`src/rtl/mem_interface.sv`:
```
// Memory/address stage: owns the PC and data address register, drives the
// single-port synchronous RAM, and decodes the LED / switch I/O windows.
module mem_interface #(
   parameter int                 ADDR_W   = 9,
   parameter int                 DATA_W   = 16,
   parameter logic [ADDR_W-1:0]  LED_ADDR = 9'h100,
   parameter logic [ADDR_W-1:0]  SW_ADDR  = 9'h140
) (
   input  logic              clk,
   input  logic              reset,
   input  logic [1:0]        mem_cmd,
   input  logic              load_pc,
   input  logic              reset_pc,
   input  logic              load_addr,
   input  logic              addr_sel,
   input  logic [DATA_W-1:0] datapath_out,
   input  logic [7:0]        switches,
   input  logic [DATA_W-1:0] ram_dout,
   output logic [ADDR_W-1:0] mem_addr,
   output logic              ram_we,
   output logic [DATA_W-1:0] ram_din,
   output logic [DATA_W-1:0] read_data,
   output logic [ADDR_W-1:0] pc,
   output logic [7:0]        leds,
   output logic              bus_err
);

   localparam logic [1:0] CMD_WR = 2'b01;
   localparam logic [1:0] CMD_RD = 2'b11;

   typedef enum logic [1:0] {
      SRC_RAM  = 2'd0,
      SRC_SW   = 2'd1,
      SRC_NONE = 2'd2
   } src_e;

   logic [ADDR_W-1:0] pc_q, pc_d;
   logic [ADDR_W-1:0] addr_q, addr_d;
   logic [7:0]        leds_q, leds_d;
   logic [7:0]        sw_q, sw_d;
   logic              bus_err_q, bus_err_d;
   src_e              src_q, src_d;

   logic in_ram, is_wr, is_rd;

   always_comb begin
      mem_addr  = addr_sel ? pc_q : addr_q;
      in_ram    = ~mem_addr[ADDR_W-1];
      is_wr     = (mem_cmd == CMD_WR);
      is_rd     = (mem_cmd == CMD_RD);

      pc_d      = pc_q;
      addr_d    = addr_q;
      leds_d    = leds_q;
      sw_d      = sw_q;
      bus_err_d = bus_err_q;
      src_d     = src_q;

      if (load_pc)
         pc_d = reset_pc ? '0 : pc_q + 1'b1;
      if (load_addr)
         addr_d = datapath_out[ADDR_W-1:0];

      if (is_wr && !in_ram) begin
         if (mem_addr == LED_ADDR)
            leds_d = datapath_out[7:0];
         else
            bus_err_d = 1'b1;
      end

      // Source register steers next cycle's read_data to match RAM latency.
      if (is_rd) begin
         if (in_ram) begin
            src_d = SRC_RAM;
         end else if (mem_addr == SW_ADDR) begin
            src_d = SRC_SW;
            sw_d  = switches;
         end else begin
            src_d     = SRC_NONE;
            bus_err_d = 1'b1;
         end
      end
   end

   always_ff @(posedge clk or posedge reset) begin
      if (reset) begin
         pc_q      <= '0;
         addr_q    <= '0;
         leds_q    <= '0;
         sw_q      <= '0;
         bus_err_q <= 1'b0;
         src_q     <= SRC_RAM;
      end else begin
         pc_q      <= pc_d;
         addr_q    <= addr_d;
         leds_q    <= leds_d;
         sw_q      <= sw_d;
         bus_err_q <= bus_err_d;
         src_q     <= src_d;
      end
   end

   always_comb begin
      // Gate with reset so no RAM write can slip through mid-access.
      ram_we  = is_wr & in_ram & ~reset;
      ram_din = datapath_out;
      case (src_q)
         SRC_RAM: read_data = ram_dout;
         SRC_SW:  read_data = {{(DATA_W-8){1'b0}}, sw_q};
         default: read_data = '0;
      endcase
   end

   assign pc      = pc_q;
   assign leds    = leds_q;
   assign bus_err = bus_err_q;

endmodule

```
`config.mk`:
```
export PLATFORM = sky130hd
export DESIGN_NAME = mem_interface
export DESIGN_NICKNAME = d
export VERILOG_FILES = /design/src/rtl/mem_interface.sv
export SDC_FILE = /design/constraint.sdc
export NUM_CORES = 1
export LEC_CHECK = 0
export BUFFER_PORTS_ARGS = -buffer_cell sky130_fd_sc_hd__clkbuf_2
export CORE_MARGIN = 5
export CORE_UTILIZATION = 45
export DETAILED_ROUTE_END_ITERATION = 12
export PLACE_DENSITY = 0.8
export SLEW_MARGIN = 40
export SYNTH_ARGS = -nofsm -noshare
export SYNTH_HDL_FRONTEND = slang
export SYNTH_SLANG_ARGS = --single-unit
```
`constraint.sdc`:
```
create_clock -name clk -period 2.84 [get_ports clk]
set_clock_uncertainty 0.2 [all_clocks]
set_input_delay 0.142 -clock clk [delete_from_list [all_inputs] [get_ports clk]]
set_output_delay 0.142 -clock clk [all_outputs]
set_load 0.005 [all_outputs]
```
==> impl_results.md, run 1 <==
* Status: finished, final reports clean
* WS Path Type: reg -> reg
* Number of core rows at 24
* # nets final at 324
* Syn nets at 221
* Slowest Stage Delay on Critical Path at 590 ps
* Worst path top cell family by delay: simple AND/OR/NAND/NOR gates
* Unrepaired setup endpoints after global routing: false
* Placed cell count at 298
* Post-CTS Setup Bufs at 0
* Clock Root Buffer: clkbuf_8
* P_leak at 0.001420 uW
* Port buffer count at 93
* Maxcap violations at 0
* Total CTS buffers at 5
* Sequential-to-total area share from yosys stat at 46.02%
* Detailed Routing Iterations Pass 1 at 4
* Total GRT Usage at 17.71%
* Post-synth ARST share at 100.0%
* Hold_sp: mem_cmd[1]
* CTS Buffer Depth at 2
* Worst slew pin tran at 477.1 ps
* Final period util at 78.17%
* Final routed wire length divided by cell count at 15.40 um
* Min Hold Slack at 36.86 ps
* Pre-CTS setup slack at 648.6 ps
* Largest net degree at the start of global routing at 27
* Initial antenna violation count at 0
* Total power at 1367 uW
* # setup viols final at 0
* Setup TNS Final at 0 ps
* CTS tree: built
* Commonest non-fill, non-tap cells in the layout: clkbuf_2, dfrtp_1, mux2_2
* Starting Density at 46.21%
* Critical path's slowest cell: or4b_4
* 1st-iter DRT viols at 51
* Worst Setup SP: pc[3]
* CP Data Arrival Time at 2200 ps
* Worst-path clk slew at 70 ps
* Share of layout cells above drive strength 1 at 51.09%
* Reg-to-reg critical path startpoint: pc[3]
* Die area at 0.005908 mm^2
* Residual DRC at 0
* Achievable Freq at 450.4 MHz
* Min-Delay Path Class: in -> reg
* Synthesized flop and latch total at 37
* Final Wtd Congestion at 0.8010
* Detail Route Antenna Nets at 0
* Grt ovf at 0
* Cells after synthesis at 172
* Final hold vios at 0
* Netlist cell types at 34
* Critical Path Start Type: flip-flop
* Die Span X at 76.87 um
* Yosys warning total at 0
* CP max FO at 9
* Final WS setup at 619.8 ps
* Mapped Area at 0.002012 mm^2
* H-tree levels at 2
* Clock Latency Late Sink at 290 ps
* Vias in the first global route at 1694
* Commonest non-fill, non-tap cell in the layout: clkbuf_2
* Required time of the critical path at 2820 ps
* Die Y at 76.87 um
* WP buf/inv at 0
* Total number of vias at 1638
* CTS resizes at 0
* Main synth FF type: dfrtp_1
* CTS sink cnt at 37
* Non-filler cells, final at 328
* Pwr dens at 497.8 mW/mm^2
* Syn-to-layout area delta at 36.44%
* First-pass GRT wire length at 8542 um
* VDD IR max at 0.2317 mV
* IO Pins at 108
* Worst rel slew slack at 68.19%
* CP cell instances: or4b_4, o22ai_4, nand4_4, mux2_4
* Drt total wl at 5052 um
* CP endpoint kind: flip-flop
* Routed vias/inst at 4.994
* Pins Over Slew Limit at 0
* Synthesized area per cell at 11.70 um^2
* HPWL Detailed at 3744 um
* Core Footprint at 0.004354 mm^2
* Post-CTS Hold Buffers at 22
* Antenna cells at 0
* Post-synth EDFFs at 0
* Min cycle time layout at 2220 ps
==> metal layers <==
layer | track usage, % | part of all wire [%] | vias to the layer above
met2 | 28.86 | 52 | 49
met1 | 22.59 | 42 | 783
met4 | 6.643 | 2.4 | 0
met3 | 4.333 | 4.5 | 10
met5 | 0 | 0 | -
li1 | - | - | 796
==> cell usage after synthesis (3+ instances only) <==
library cell  number  area share, %
a21oi_1            5            1.2
and2_1            11            3.4
buf_4             16            6.0
clkbuf_1           3           0.56
dfrtp_1           37             46
mux2_2            30             17
mux2_4             3            2.2
mux2i_1            8            4.0
nand2_1            8            1.5
nand3_1            4            1.0
nor2_1            11            2.1
nor3_1             3           0.75
o21ai_0            4            1.0
xor2_1             4            1.7
==> stage by stage <==
step | instance area [um^2] | utilization, %
floorplan | 2012 | -
global placement | 2414 | 55.43
detailed placement | 2414 | 55.43
CTS | 2745 | 63.05
global route | 2745 | 63.05
finish | 2745 | 63.05
==> state kept, by name (all words and copies together) (netlist names) <==
signal and flops:
addr_q 9, pc 9, leds 8, sw_q 8
src_q 2, bus_err 1
==> cell families after synthesis <==
logic type | share of synthesized area (%)
AND/OR/NAND/NOR | 14.30
multiplexers | 24.13
flip-flops | 46.02
buffers and inverters | 7.152
AO/OA/AOI/OAI | 5.597
XOR/XNOR | 2.177
adder cells (fa/ha/maj) | 0.6218
==> final timing paths <==
kind	end	slack, ps	depth (start not counted)
hold / removal	src_q[0]	40	4
setup reg to reg	sw_q[3]	620	4
max in group asynchronous	leds[5]	1540	4
hold reg to reg	bus_err	280	1
setup / recovery	sw_q[3]	620	4
min in group asynchronous	sw_q[2]	210	3
==> layout make-up <==
type	instances	area (um^2)
clock buffers	6	72.57
multi-input cells	113	942.2
repair buffers	116	693.2
well taps	52	65.06
clock inverters	2	38.79
flip-flops and latches	37	925.9
fillers	351	1609
inverters	2	7.507
==> worst min-delay path: stages <==
cell      delay, ps
clkbuf_2        110
nand2_1         110
nand2_1          60
nand2_1          60
==> power breakdown <==
part | switching, uW | leakage [uW] | total [uW] | internal, uW
Clock | 186 | 0.0000554 | 450 | 263
Sequential | 47.5 | 0.000481 | 628 | 581
Combinational | 123 | 0.000883 | 289 | 166
(Power assumes the default switching activity.)
==> inputs of run 2 (changes only) <==
==> constraint.sdc (replaced) <==
create_clock -name clk -period 2.1 [get_ports clk]
set_clock_uncertainty 0.2 [all_clocks]
set_input_delay 0.105 -clock clk [delete_from_list [all_inputs] [get_ports clk]]
set_output_delay 0.105 -clock clk [all_outputs]
set_load 0.005 [all_outputs]
==> run 2 against run 1 <==
Compared with the run above:
- the flow now finishes with violations (negative setup slack)
- utilization increased by 2.1 points
- clock power increased by 37%
- total power increased by 39%
- wire length increased by 8.5%
- worst hold slack got worse by 27 ps
- non-clock buffer count increased by 9
- die area unchanged
- sequential power increased by 35%
- cell count increased by 2.7%
- largest power group unchanged
==> impl_results.md, run 2 (synthesis gave the netlist of run 1 again) <==
* Status: complete, but fails checks
* Failing checks: negative setup slack
* Commonest non-fill, non-tap cells in the layout: clkbuf_2, dfrtp_1, mux2_2
* Total number of vias at 1700
* Min cycle time layout at 2122 ps
* Achievable Freq at 471.3 MHz
* Final Wtd Congestion at 0.7808
* IO Pins at 108
* Die Y at 76.87 um
* Core Footprint at 0.004354 mm^2
* Worst rel slew slack at 60.42%
* Total power at 1896 uW
* CP Data Arrival Time at 2090 ps
* Final routed wire length divided by cell count at 16.26 um
* Fill count at 336
* Commonest non-fill, non-tap cell in the layout: clkbuf_2
* Critical Path Start Type: flip-flop
* Total GRT Usage at 18.87%
* Routed vias/inst at 5.045
* CTS Buffer Depth at 2
* Detail Route Antenna Nets at 0
* VDD IR max at 0.4080 mV
* Drt total wl at 5480 um
* Reg2Reg Setup Slack at -20 ps
* P_int at 1389 uW
* P_leak at 0.001477 uW
* Clock Power Share at 32.6%
* Initial antenna violation count at 0
* Switch share at 26.72%
* Die area at 0.005908 mm^2
* Setup crit end: leds[4]
* Maxcap violations at 0
* Pins Over Slew Limit at 0
* Port buffer count at 93
* Post-route core utilization at 65.11%
* Antenna cells at 0
* Worst R2R End: leds[4]
* H-tree levels at 2
* Worst slew pin tran at 593.0 ps
* Total CTS buffers at 5
* Reg-to-reg critical path startpoint: pc[3]
* CTS tree: built
* Clock Root Buffer: clkbuf_8
* Sw power at 506.5 uW
* Min-Delay Path Class: in -> out
* Seq pwr share at 44.6%
* WS Path Type: reg -> reg
* Required time of the critical path at 2070 ps
* Final hold vios at 0
* Grt ovf at 0
* Final period util at 101.0%
* HPWL Detailed at 3958 um
* 1st-iter DRT viols at 78
* Vias in the first global route at 1842
* # nets final at 333
* CTS sink cnt at 37
* Pwr dens at 668.7 mW/mm^2
* First-pass GRT wire length at 8963 um
* Combinational power share at 22.8%
* Share of layout cells above drive strength 1 at 52.98%
* CP max FO at 8
* Syn-to-layout area delta at 40.92%
* Depth of the most critical reg-to-reg path at 4
* CP endpoint kind: flip-flop
* Starting Density at 46.21%
* Worst-path clk slew at 80 ps
* Die Span X at 76.87 um
* Worst Setup SP: pc[3]
* # setup viols final at 7
* Residual DRC at 0
* Largest net degree at the start of global routing at 25
* Clock Latency Late Sink at 290 ps
* Final WS setup at -21.92 ps
* Unrepaired setup endpoints after global routing: true
* Detailed Routing Iterations Pass 1 at 4
* Number of core rows at 24
run 2: cell count changes in the layout (fill, tap and decap cells not counted), sizes merged:
| cell | change |
|---|---|
| dlygate4sd3 | +1 |
| buf | +8 |
run 2: worst min-delay path by stage:
| stage | slack [ps] | endpoint | depth (start not counted) | from |
|---|---|---|---|---|
| 4_1_cts | 10 | ram_din[11] | 0 | datapath_out[11] |
| 3_5_place_dp | 3 | pc[8] | 2 | reset |
| 2_1_floorplan | -8 | pc[5] | 1 | load_pc |
| 5_1_grt | 10 | ram_din[15] | 0 | datapath_out[15] |
| 6_report | 10 | ram_din[15] | 0 | datapath_out[15] |
| 3_3_place_gp | -20 | pc[8] | 2 | reset |
run 2: metrics by stage:
| step | cells | hold slack [ps] | setup TNS (ps) | setup slack (ps) | cell area [um^2] |
|---|---|---|---|---|---|
| floorplan | 172 | -8.435 | 0 | 32.53 | 2012 |
| global placement | 304 | -16.37 | 0 | 46.49 | 2471 |
| detailed placement | 304 | 2.891 | -4.732 | -4.065 | 2471 |
| CTS | 336 | 10.03 | 0 | 4.981 | 2820 |
| global route | 337 | 10.01 | -678.9 | -58.94 | 2835 |
| finish | 337 | 10.00 | -55.54 | -21.92 | 2835 |
run 2: metal layers:
metal  up-vias  track usage [%]  wire [um]
met3        10            4.567        258
met5         -                0          0
met4         0            7.692        102
met2        50            33.36       2876
met1       826            21.57       2242
li1        814                -          -
run 2: layout make-up:
type                    count  area [um^2]  share of cell area (%)
clock buffers               6        72.57                   2.560
clock inverters             2        38.79                   1.368
inverters                   2        7.507                  0.2648
multi-input cells         113        949.7                   33.50
flip-flops and latches     37        925.9                   32.66
well taps                  52        65.06                   2.295
repair buffers            125        775.7                   27.36
run 2: power by group through the flow:
stage	Combinational, uW	Clock, uW	Sequential, uW
floorplan	216	0	845
global placement	378	0	852
detailed placement	388	0	857
CTS	424	631	843
global route	472	668	854
finish	433	618	845
run 2: repair_timing:
| item | 4_1_cts | 5_1_grt |
|---|---|---|
| endpoints found under the hold margin | 46 | 0 |
| resized for setup | 0 | 2 |
| pin swaps | 1 | 3 |
| endpoints found under the setup margin | 5 | 13 |
| hold buffers | 23 | 0 |
| buffers inserted | 1 | 1 |
run 2: critical path: stages, from the launching register on:
cell and delay (ps):
dfrtp_1 400, or4b_4 540, o22ai_4 260, nand4_4 250, mux2_4 350
